File: config.mk
export PLATFORM = sky130hd
export DESIGN_NAME = online_mult_ctrl
export DESIGN_NICKNAME = d
export VERILOG_FILES = /design/src/rtl/online_pkg.sv /design/src/rtl/sd_digit_sel.sv /design/src/rtl/online_mult_ctrl.sv
export SDC_FILE = /design/constraint.sdc
export NUM_CORES = 1
export LEC_CHECK = 0
export BUFFER_PORTS_ARGS = -buffer_cell sky130_fd_sc_hd__buf_2
export CAP_MARGIN = 25
export CORE_UTILIZATION = 51
export DETAILED_ROUTE_END_ITERATION = 8
export PLACE_DENSITY = 0.77
export SETUP_SLACK_MARGIN = 0.02
export SKIP_LAST_GASP = 1
export SLEW_MARGIN = 20
export SYNTH_ARGS = -nofsm -noshare
export SYNTH_HDL_FRONTEND = slang
export SYNTH_SLANG_ARGS = --single-unit
File: constraint.sdc
create_clock -name clk -period 2.2 [get_ports clk]
set_input_delay 0.33 -clock clk [delete_from_list [all_inputs] [get_ports clk]]
set_output_delay 0.33 -clock clk [all_outputs]
set_load 0.1 [all_outputs]
File: src/rtl/online_pkg.sv
// online_pkg -- shared definitions for the online multiplier control slice.
//
// Contents:
//   mult_state_t        controller states IDLE, FILL, RUN, FLUSH, DONE
//   SD_POS/SD_NEG/SD_ZERO
//                       signed-digit select encodings driven to the SDVMs
//   clog2()             index width helper (never returns less than 1)

package online_pkg;

  typedef enum logic [2:0] {
    IDLE  = 3'd0,
    FILL  = 3'd1,
    RUN   = 3'd2,
    FLUSH = 3'd3,
    DONE  = 3'd4
  } mult_state_t;

  localparam logic [1:0] SD_POS  = 2'b10;
  localparam logic [1:0] SD_NEG  = 2'b01;
  localparam logic [1:0] SD_ZERO = 2'b00;

  // Minimum of one bit so a degenerate single-digit build still has a
  // legal index port.
  function automatic int clog2(input int value);
    int width;
    width = 1;
    while ((1 << width) < value) width = width + 1;
    return width;
  endfunction

endpackage

File: src/rtl/sd_digit_sel.sv
// sd_digit_sel -- maps one accepted signed digit {plus,minus} onto the
// digit_select code of an SDVM instance.
//
// Ports:
//   en   in  1  digit is being accepted this cycle
//   dig  in  2  signed digit {plus,minus}
//   sel  out 2  10=+1, 01=-1, 00=0; the code 11 is never produced

module sd_digit_sel
  import online_pkg::*;
(
  input  logic       en,
  input  logic [1:0] dig,
  output logic [1:0] sel
);

  // {1,1} is a redundant encoding of zero, so it collapses onto SD_ZERO
  // together with every cycle that carries no accepted digit.
  always_comb begin
    sel = SD_ZERO;
    if (en) begin
      case (dig)
        SD_POS:  sel = SD_POS;
        SD_NEG:  sel = SD_NEG;
        default: sel = SD_ZERO;
      endcase
    end
  end

endmodule

File: src/rtl/online_mult_ctrl.sv
// online_mult_ctrl -- sequencing controller for a digit-serial online
// multiplier built from two SDVM instances and an adder datapath.
//
// Parameters:
//   UNROLLING  digit count per operand (SDVM vector width)
//   DELTA      online delay in cycles before the first product digit
//
// Ports:
//   clk          in   single clock, rising edge
//   asyn_reset   in   synchronous active-high reset
//   abort        in   only with ONLINE_MULT_CTRL_ABORT_EN defined
//   start        in   begins one multiplication when sampled in IDLE
//   in_valid     in   operand digit pair present
//   in_ready     out  controller can accept a digit pair
//   x_dig/y_dig  in   signed digits {plus,minus}
//   x_sel/y_sel  out  digit_select to the SDVMs (10=+1, 01=-1, 00=0)
//   app_we       out  append strobe for the X/Y registers
//   app_idx      out  append position
//   dp_enable    out  datapath enable (low = stall)
//   z_valid      out  product digit valid this cycle
//   busy, done   out  operation in flight / one-cycle completion pulse
//
// Optional feature macro: ONLINE_MULT_CTRL_ABORT_EN adds the abort input.

module online_mult_ctrl
  import online_pkg::*;
#(
  parameter int UNROLLING = 64,
  parameter int DELTA     = 3
) (
  input  logic                          clk,
  input  logic                          asyn_reset,
`ifdef ONLINE_MULT_CTRL_ABORT_EN
  input  logic                          abort,
`endif
  input  logic                          start,
  input  logic                          in_valid,
  output logic                          in_ready,
  input  logic [1:0]                    x_dig,
  input  logic [1:0]                    y_dig,
  output logic [1:0]                    x_sel,
  output logic [1:0]                    y_sel,
  output logic                          app_we,
  output logic [clog2(UNROLLING)-1:0]   app_idx,
  output logic                          dp_enable,
  output logic                          z_valid,
  output logic                          busy,
  output logic                          done
);

  localparam int IDX_W = clog2(UNROLLING);
  localparam int CNT_W = clog2(UNROLLING + 1);
  localparam int FL_W  = clog2(DELTA + 1);

  localparam logic [CNT_W-1:0] J_LAST  = CNT_W'(UNROLLING);
  localparam logic [CNT_W-1:0] J_FILL  = CNT_W'(DELTA);
  localparam logic [FL_W-1:0]  FL_LAST = FL_W'(DELTA - 1);

  mult_state_t      state;
  mult_state_t      state_next;
  logic [CNT_W-1:0] j;
  logic [CNT_W-1:0] j_next;
  logic [CNT_W-1:0] j_inc;
  logic [FL_W-1:0]  fcnt;
  logic [FL_W-1:0]  fcnt_next;
  logic             z_valid_next;
  logic             abort_req;
  logic             accepting;
  logic             accept;
  logic             flushing;

`ifdef ONLINE_MULT_CTRL_ABORT_EN
  assign abort_req = abort;
`else
  assign abort_req = 1'b0;
`endif

  // The j != J_LAST term keeps the append index saturated even if the
  // state register were ever to linger in RUN after the last digit.
  assign accepting = ((state == FILL) || (state == RUN)) && (j != J_LAST) && !abort_req;
  assign accept    = accepting && in_valid;
  assign flushing  = (state == FLUSH) && !abort_req;
  assign j_inc     = j + CNT_W'(1);

  always_ff @(posedge clk) begin
    if (asyn_reset) begin
      state   <= IDLE;
      j       <= '0;
      fcnt    <= '0;
      z_valid <= 1'b0;
    end else begin
      state   <= state_next;
      j       <= j_next;
      fcnt    <= fcnt_next;
      z_valid <= z_valid_next;
    end
  end

  // Product digits lag the SDVM select by one cycle, so z_valid is the
  // registered image of "an enabled cycle past the online delay". Those are
  // exactly the RUN accepts and the FLUSH cycles: the first DELTA accepts
  // happen in FILL and produce nothing.
  always_comb begin
    state_next   = state;
    j_next       = j;
    fcnt_next    = fcnt;
    z_valid_next = 1'b0;

    case (state)
      IDLE: begin
        if (start) begin
          state_next = FILL;
          j_next     = '0;
          fcnt_next  = '0;
        end
      end
      FILL: begin
        if (accept) begin
          j_next = j_inc;
          if (j_inc == J_LAST) begin
            state_next = FLUSH;
          end else if (j_inc == J_FILL) begin
            state_next = RUN;
          end
        end
      end
      RUN: begin
        if (accept) begin
          j_next       = j_inc;
          z_valid_next = 1'b1;
          if (j_inc == J_LAST) begin
            state_next = FLUSH;
          end
        end
      end
      FLUSH: begin
        if (flushing) begin
          z_valid_next = 1'b1;
          if (fcnt == FL_LAST) begin
            state_next = DONE;
            fcnt_next  = '0;
          end else begin
            fcnt_next = fcnt + FL_W'(1);
          end
        end
      end
      DONE: begin
        state_next = IDLE;
      end
      default: begin
        state_next = IDLE;
      end
    endcase

    // Abort drops the operation outright: no flush, no done, no late digit.
    if (abort_req && busy) begin
      state_next   = IDLE;
      j_next       = '0;
      fcnt_next    = '0;
      z_valid_next = 1'b0;
    end
  end

  assign in_ready  = accepting;
  assign app_we    = accept;
  assign app_idx   = accept ? j[IDX_W-1:0] : '0;
  assign dp_enable = accept || flushing;
  assign busy      = (state == FILL) || (state == RUN) || (state == FLUSH);
  assign done      = (state == DONE);

  sd_digit_sel u_x_sel (
    .en  (accept),
    .dig (x_dig),
    .sel (x_sel)
  );

  sd_digit_sel u_y_sel (
    .en  (accept),
    .dig (y_dig),
    .sel (y_sel)
  );

endmodule
==> results.toml, run 1 <==
[outcome]
status = "completed"

[pwr]
p_sw_uw = 454
seqPwrFrac = 0.278
comb_power_share = 0.542
peakVddDrop_v = 0.000565
p_int_uw = 463
clkPwrFrac = 0.180
p_leak_nw = 0.564
switching_share = 0.495
p_total_uw = 917
power-per-cell-area_mw_per_mm2 = 660

[yosys]
syn_nets = 133
synth_mux_area_frac = 0
synth_edf_count = 0
ys_types = 42
ys_ff_latch = 13
synth_top_family_by_area = "simple AND/OR/NAND/NOR gates"
synth_compound_area_frac = 0.217
synth_area_leaders = "dfxtp_1, nor2_1, a21oi_1"
post-synth-top-area-cell = "dfxtp_1"
async_flop_share = 0
synth.top_cell.area_share = 0.278
yosys.area_share.simple = 0.396
synth_area_per_cell_um2 = 7.72
seq_area_frac_synth = 0.278
synth-xor-area-share = 0.00937
synthAdderAreaFrac = 0.0535
syn_area_um2 = 935
yosys_warnings = 0
syn_inst = 121
ys.flop_type = "dfxtp_1"

[routing]
first_pass_iters = 4
vias_per_cell = 5.99
num_vias = 1061
drt_iter0_drc = 38
wl_per_cell_um = 16.3
antenna_left = 0
wl_um = 2880
remaining_drc_errors = 0

[setup_path]
crit_required_ps = 2380
crit_fanout = 8
critical-path-top-delay-family = "simple AND/OR/NAND/NOR gates"
crit_type = "reg -> reg"
slowest_delay_ps = 560
cp-end-kind = "flop"
critPathBufInv = 0
slowest_stage = "or4b_1"
cp_cell_sequence = "ha_2 > nand3_4 > or3_4 > o2111ai_2 > a211oi_2 > or4b_1 > o41ai_2"
cp.arrival_ps = 2340
regToRegSetupSlack_ps = 40
cp-start-kind = "flop"

[clock_tree]
cts_htree_levels = 1
cts_sinks = 13
postCtsHoldBufs = 0
numCtsBuffers = 3
path_clk_slew_ps = 100
clk_path_buf_depth = 2
clock_latency_ps = 290
cts_tree = "yes"
cts-root-buf = "clkbuf_4"

[sta]
fmax_ghz = 0.462
worstMarginPinSlew_ps = 508
rsz0062_at_grt = "true"
fin_ws_ps = 37.5
finalMaxSlewViolations = 0
slew_headroom = 0.664
worst_clock_skew_ps = 7.39
setup_viol = 0
finalHoldViolCount = 0
fin_crit_sh = 0.983
layout_min_cycle_time_ps = 2160

[die]
start_util = 0.541
dieArea_mm2 = 0.00201
fp.dieH_um = 44.8
ioPinCount = 24
core_area_mm2 = 0.00173
die-width_um = 44.8
rows = 15

[finish]
diodes = 0
area.growth.synth_to_final_pct = 48.6
layout_common_cells = "nor2_1, buf_2, a21oi_1, dfxtp_1"
fin_nets = 165
final_common_cell = "nor2_1"
drive_gt1_frac = 0.428

[grt]
grt_start_max_net_pins = 15
grt_pass1_wl_um = 4170
grt_overflow_total = 0
groute.usage.overall = 0.285
grt_pass1_vias = 912
antenna_found_initial = 0

[placed_design]
port_buffers = 23
gp_congestion = 0.905
dp_hpwl_um = 1690
dp_slack_ps = 103

[job]
cap_violations = 0

[min_path]
hp-class = "in -> reg"
worst register-to-register path, cell delays in order, from the launching register on:
cell and delay (ps):
dfxtp_4 400, ha_2 250, nand3_4 130, or3_4 390
o2111ai_2 100, a211oi_2 110, or4b_1 560, o41ai_2 100
cell families (layout without fill, tap and decap cells):
| family | count (synthesis) | after routing |
|---|---|---|
| buf+inv | 9 | 39 |
| fa+ha+maj | 4 | 4 |
| flops | 13 | 13 |
| xor+xnor | 1 | 1 |
| simple gates | 63 | 64 |
| compound gates | 31 | 31 |
cell usage after synthesis, drive strengths merged, types with 2 or more instances:
cell / count
nor2: 21
dfxtp: 13
o21ai: 11
a21oi: 10
nor3: 5
nor3b: 5
and3: 4
ha: 4
inv: 4
nand2: 4
nand3b: 4
or3: 4
and2: 3
buf: 3
nor2b: 3
a21boi: 2
clkbuf: 2
nand2b: 2
nand3: 2
nor4b: 2
cell type report:
| cell class | instances | area (µm²) |
|---|---|---|
| Fill cell | 124 | 338 |
| Sequential cell | 13 | 270 |
| Multi-Input combinational cell | 100 | 744 |
| Clock inverter | 1 | 5.00 |
| Tap cell | 25 | 31.3 |
| Clock buffer | 3 | 22.5 |
| Inverter | 4 | 20.0 |
| Timing Repair Buffer | 31 | 295 |
power groups by stage:
stage                     registers, mW  logic (mW)  clock network (mW)
after floorplan                   0.259       0.350                   0
after global placement            0.259       0.441                   0
after detailed placement          0.260       0.447                   0
after CTS                         0.254       0.470               0.162
after global routing              0.257       0.515               0.173
final                             0.255       0.497               0.165
sequential cells by signal, indices dropped and copies added (netlist names):
name     cells
j            7
state        3
fcnt         2
z_valid      1
worst paths after layout:
kind | from | to | cells past startpoint
min reg2reg | fcnt[0]$_SDFFE_PP0P_ | fcnt[0]$_SDFFE_PP0P_ | 2
max reg2reg | j[1]$_SDFFE_PP0P_ | state[0]$_SDFFE_PP0P_ | 7
min | asyn_reset | j[5]$_SDFFE_PP0P_ | 2
max | j[1]$_SDFFE_PP0P_ | state[0]$_SDFFE_PP0P_ | 7
metrics by stage:
| stage | area (µm²) | util | TNS [ps] | hold slack [ps] | instances |
|---|---|---|---|---|---|
| 2_1_floorplan | 1040 | - | -206 | 409 | 121 |
| 3_3_place_gp | 1280 | 0.743 | 0 | 498 | 167 |
| 3_5_place_dp | 1280 | 0.743 | 0 | 517 | 167 |
| 4_1_cts | 1340 | 0.778 | 0 | 380 | 175 |
| 5_1_grt | 1390 | 0.804 | -58.5 | 398 | 177 |
| 6_report | 1390 | 0.804 | 0 | 375 | 177 |
routing by layer:
metal	vias to the layer above	share of wire	GRT usage
met4	0	0.037	0.133
li1	498	-	-
met3	13	0.077	0.0480
met2	60	0.50	0.488
met5	-	0	0
met1	490	0.38	0.347
what timing repair did:
action | CTS | global route
gates cloned | 1 | 0
gates resized for setup | 0 | 7
endpoints found under the setup margin | 4 | 6
setup buffers | 3 | 2
(Power assumes the default switching activity.)
==> run 2, diff against run 1 <==
--- a/config.mk
+++ b/config.mk
@@ -5,6 +5,7 @@
 export SDC_FILE = /design/constraint.sdc
 export NUM_CORES = 1
 export LEC_CHECK = 0
+export ABC_AREA = 1
 export BUFFER_PORTS_ARGS = -buffer_cell sky130_fd_sc_hd__buf_2
 export CAP_MARGIN = 25
 export CORE_UTILIZATION = 51
==> results.toml, run 2 <==
[outcome]
status = "completed"

[pwr]
seqPwrFrac = 0.216
switching_share = 0.590
clkPwrFrac = 0.081
p_int_uw = 763
p_leak_nw = 0.642
power-per-cell-area_mw_per_mm2 = 1360
comb_power_share = 0.703
p_total_mw = 1.86
peakVddDrop_v = 0.00105
p_sw_mw = 1.10

[yosys]
syn_area_um2 = 918
synth_area_leaders = "dfxtp_1, nand2_1, inv_1"
synth_edf_count = 0
synth.top_cell.area_share = 0.283
syn_nets = 155
ys_types = 26
seq_area_frac_synth = 0.283
synth_top_family_by_area = "simple AND/OR/NAND/NOR gates"
ys_ff_latch = 13
synth_common_cells = "nand2_1, inv_1, nor2_1"
async_flop_share = 0
yosys_warnings = 0
ys.flop_type = "dfxtp_1"
post-synth-top-area-cell = "dfxtp_1"
synth_area_per_cell_um2 = 6.42
yosys.area_share.simple = 0.384
syn_inst = 143
synth-xor-area-share = 0.00954
synth_mux_area_frac = 0
synthAdderAreaFrac = 0.0545
yosysMostFrequentCell = "nand2_1"
synth_compound_area_frac = 0.154

[sta]
setup_viol = 0
tns_ps = 0
fin_ws_ps = 149
layout_min_cycle_time_ps = 2050
finalMaxSlewViolations = 0
slew_headroom = 0.673
whs_ps = 359
fmax_ghz = 0.488
worstMarginPinSlew_ps = 493
finalHoldViolCount = 0
worst_clock_skew_ps = 7.03
rsz0062_at_grt = "false"
fin_crit_sh = 0.932

[placed_design]
postPlaceCellArea_mm2 = 0.00125
port_buffers = 23
gp_congestion = 0.902
dp_hpwl_um = 1750
dp_slack_ps = 262
placed_cells_incl_taps = 188

[finish]
final_common_cell = "nand2_1"
top_regs = "j: 7 flops, state: 3 flops, fcnt: 2 flops"
layout_common_cells = "nand2_1, inv_1, nand3_1, buf_12, nor2_1"
fin_nets = 185
largest_reg_flops = 7
fin_area_mm2 = 0.00137
fin_util = 0.858
top_register = "j"
area.growth.synth_to_final_pct = 48.9
finalNonFillerCells = 196
drive_gt1_frac = 0.326
diodes = 0

[die]
dieArea_mm2 = 0.00197
die-width_um = 44.4
fp.dieH_um = 44.4
rows = 14
core_area_mm2 = 0.00159
start_util = 0.576
ioPinCount = 24

[grt]
grt_pass1_vias = 948
groute.usage.overall = 0.266
grt_overflow_total = 0
grt_start_max_net_pins = 11
grt_pass1_wl_um = 3910
antenna_found_initial = 0

[routing]
remaining_drc_errors = 0
drt_iter0_drc = 26
first_pass_iters = 4
antenna_left = 0
wl_um = 2460
num_vias = 1035
vias_per_cell = 5.28
wl_per_cell_um = 12.5

[clock_tree]
clock_latency_ps = 280
cts-root-buf = "clkbuf_4"
path_clk_slew_ps = 80
postCtsHoldBufs = 0
cts_htree_levels = 1
clk_path_buf_depth = 2
numCtsBuffers = 3
cts_sinks = 13
cts_tree = "yes"

[job]
cap_violations = 0

[setup_path]
crit_required_ps = 1870
cp-start-kind = "flop"
cp.arrival_ps = 1720
crit_fanout = 7
crit_type = "reg -> out"
cp-end-kind = "output pin"

[min_path]
hp-class = "in -> reg"
-- run 2: per-layer routing --
| layer | GRT usage | routed length [µm] | share of wire |
|---|---|---|---|
| met1 | 0.352 | 1070 | 0.43 |
| met2 | 0.432 | 1180 | 0.48 |
| met3 | 0.0735 | 194 | 0.079 |
| met4 | 0.0545 | 11 | 0.0045 |
| met5 | 0 | 0 | 0 |
-- run 2: cell families after synthesis --
logic type | Yosys count
adder cells (fa/ha/maj) | 4
AO/OA/AOI/OAI | 22
XOR/XNOR | 1
buffers and inverters | 28
flip-flops | 13
AND/OR/NAND/NOR | 75
-- run 2: what timing repair did --
| action | CTS | global route |
|---|---|---|
| pin swaps | 1 | 0 |
| buffers inserted | 4 | 0 |
| endpoints found under the setup margin | 10 | 13 |
| resized for setup | 12 | 5 |
-- run 2: worst max-delay path, cell delays in order, from the launching register on --
cell     delay (ps)
dfxtp_2         360
inv_2            80
ha_1            190
nand2_1          60
inv_1            40
nand3_2          90
nand3_4         100
buf_4           190
nor2_2          140
buf_12          190
-- run 2: path summary, 6_finish.rpt --
check,to,start,cells after the start,slack [ps]
max reg2reg,state[1]$_SDFFE_PP0P_,j[0]$_SDFFE_PP0P_,14,340
min reg2reg,fcnt[1]$_SDFFE_PP0P_,fcnt[1]$_SDFFE_PP0P_,1,430
min,state[2]$_SDFFE_PP0P_,asyn_reset,2,360
max,y_sel[0],j[0]$_SDFFE_PP0P_,9,150
-- run 2: layout make-up --
cell class / instances / area, µm²
Multi-Input combinational cell: 102 / 611
Tap cell: 24 / 30.0
Timing Repair Buffer: 27 / 338
Sequential cell: 13 / 265
Clock buffer: 4 / 26.3
Inverter: 26 / 97.6
Fill cell: 94 / 226
-- run 2: power groups by stage --
stage / logic, mW / registers, mW / clock network (mW)
2_1_floorplan: 0.898 / 0.397 / 0
3_3_place_gp: 1.19 / 0.386 / 0
3_5_place_dp: 1.20 / 0.394 / 0
4_1_cts: 1.29 / 0.392 / 0.154
5_1_grt: 1.40 / 0.410 / 0.167
6_report: 1.31 / 0.403 / 0.150
==> run 3, diff against run 2 <==
--- a/config.mk
+++ b/config.mk
@@ -12,6 +12,7 @@
 export DETAILED_ROUTE_END_ITERATION = 8
 export PLACE_DENSITY = 0.77
 export SETUP_SLACK_MARGIN = 0.02
+export SKIP_CTS_REPAIR_TIMING = 1
 export SKIP_LAST_GASP = 1
 export SLEW_MARGIN = 20
 export SYNTH_ARGS = -nofsm -noshare
==> constraint.sdc (replaced) <==
create_clock -name clk -period 2.2 [get_ports clk]
set_input_delay 0.22 -clock clk [delete_from_list [all_inputs] [get_ports clk]]
set_output_delay 0.22 -clock clk [all_outputs]
set_load 0.1 [all_outputs]
==> results.toml, run 3 (synthesis results as in run 2) <==
[routing]
antenna_left = 0
wl_um = 2310
first_pass_iters = 4
drt_iter0_drc = 33
vias_per_cell = 5.30
wl_per_cell_um = 11.9
num_vias = 1028
remaining_drc_errors = 0

[finish]
largest_reg_flops = 7
drive_gt1_frac = 0.247
final_common_cell = "nand2_1"
fin_util = 0.738
top_register = "j"
top_regs = "j: 7 flops, state: 3 flops, fcnt: 2 flops"
layout_common_cells = "nand2_1, inv_1, nor2_1, nand3_1, dfxtp_1"
fin_nets = 183
fin_area_mm2 = 0.00118
diodes = 0
area.growth.synth_to_final_pct = 28.1

[setup_path]
cp_common_cell = "inv_1"
slowest_stage = "dfxtp_1"
reg2reg_to = "j[1]$_SDFFE_PP0P_"
crit_required_ps = 1980
slowest_delay_ps = 400
cp-start-kind = "flop"
cp-end-kind = "output pin"
r2r_start = "j[0]$_SDFFE_PP0P_"
cp_cell_sequence = "inv_1 > ha_1 > nand2_1 > inv_1 > nand3_2 > nand3_4 > nor2_1 > buf_4"
cp.arrival_ps = 1840
regToRegSetupSlack_ps = 370
crit_fanout = 8
crit_type = "reg -> out"
reg2regPathDepth = 10

[min_path]
hold_path_startpoint = "asyn_reset"
min_delay_path_depth = 2
hp-class = "in -> reg"
whs_endpoint = "state[2]$_SDFFE_PP0P_"

[sta]
fmax_ghz = 0.485
fin_crit_sh = 0.938
fin_ws_ps = 136
setup_viol = 0
worstMarginPinSlew_ps = 488
slew_headroom = 0.677
tns_ps = 0
finalMaxSlewViolations = 0
layout_min_cycle_time_ps = 2060
rsz0062_at_grt = "false"
finalHoldViolCount = 0
worst_clock_skew_ps = 1.58

[clock_tree]
clock_latency_ps = 280
path_clk_slew_ps = 80
cts-root-buf = "clkbuf_4"
numCtsBuffers = 3
cts_sinks = 13
cts_tree = "yes"
cts_htree_levels = 1
clk_path_buf_depth = 2

[grt]
groute.usage.overall = 0.243
grt_pass1_vias = 837
grt_start_max_net_pins = 16
grt_overflow_total = 0
grt_pass1_wl_um = 3580
antenna_found_initial = 0

[placed_design]
dp_hpwl_um = 1640
postPlaceCellArea_mm2 = 0.00107
gp_congestion = 0.881
port_buffers = 23
dp_slack_ps = 258

[die]
fp.dieH_um = 44.4
start_util = 0.576
die-width_um = 44.4
dieArea_mm2 = 0.00197
rows = 14
core_area_mm2 = 0.00159
ioPinCount = 24

[job]
cap_violations = 0

[pwr]
p_leak_nw = 0.591
peakVddDrop_v = 0.00122
p_total_mw = 1.69
power-per-cell-area_mw_per_mm2 = 1430

[outcome]
status = "completed"
-- run 3: cell count changes in the layout (fill, tap and decap cells not counted), sizes merged --
cell / previous run / this run
buf: 27 / 24
nand3: 18 / 19
-- run 3: layer usage --
layer,part of all wire,global-route usage,vias to the layer above
li1,-,-,522
met1,0.50,0.356,465
met2,0.44,0.347,37
met3,0.048,0.0286,4
met4,0.012,0.127,0
met5,0,0,-
-- run 3: power by group --
part           leakage [nW]  internal [mW]  switching (mW)
Clock                0.0150         0.0705          0.0837
Combinational         0.470          0.268           0.873
Sequential            0.106          0.301          0.0904
-- run 3: how the worst max path moves through the flow --
stage	startpoint	to	cells past startpoint
6_report	j[0]$_SDFFE_PP0P_	x_sel[0]	8
5_1_grt	j[0]$_SDFFE_PP0P_	x_sel[0]	8
4_1_cts	j[0]$_SDFFE_PP0P_	x_sel[1]	8
3_5_place_dp	j[0]$_SDFFE_PP0P_	y_sel[1]	8
3_3_place_gp	j[0]$_SDFFE_PP0P_	app_idx[1]	8
2_1_floorplan	j[0]$_SDFFE_PP0P_	app_idx[0]	8
-- run 3: critical path, delay by kind of cell, from the launching register on --
kind	cells	cell delay, ps
adder cells (fa/ha/maj)	1	220
AND/OR/NAND/NOR	4	460
buffers and inverters	3	470
flip-flops	1	400
-- run 3: area by class of cell --
type,instances,area (µm²)
fill,127,418
timing repair buffer,24,171
sequential,13,260
clock buffer,4,26.3
inverter,26,97.6
multi-input combinational,103,591
tap,24,30.0
-- run 3: through the flow --
stage	hold WS [ps]	instances
after CTS	235	192
after floorplan	403	143
final	246	194
after global routing	273	194
after global placement	413	188
after detailed placement	424	188
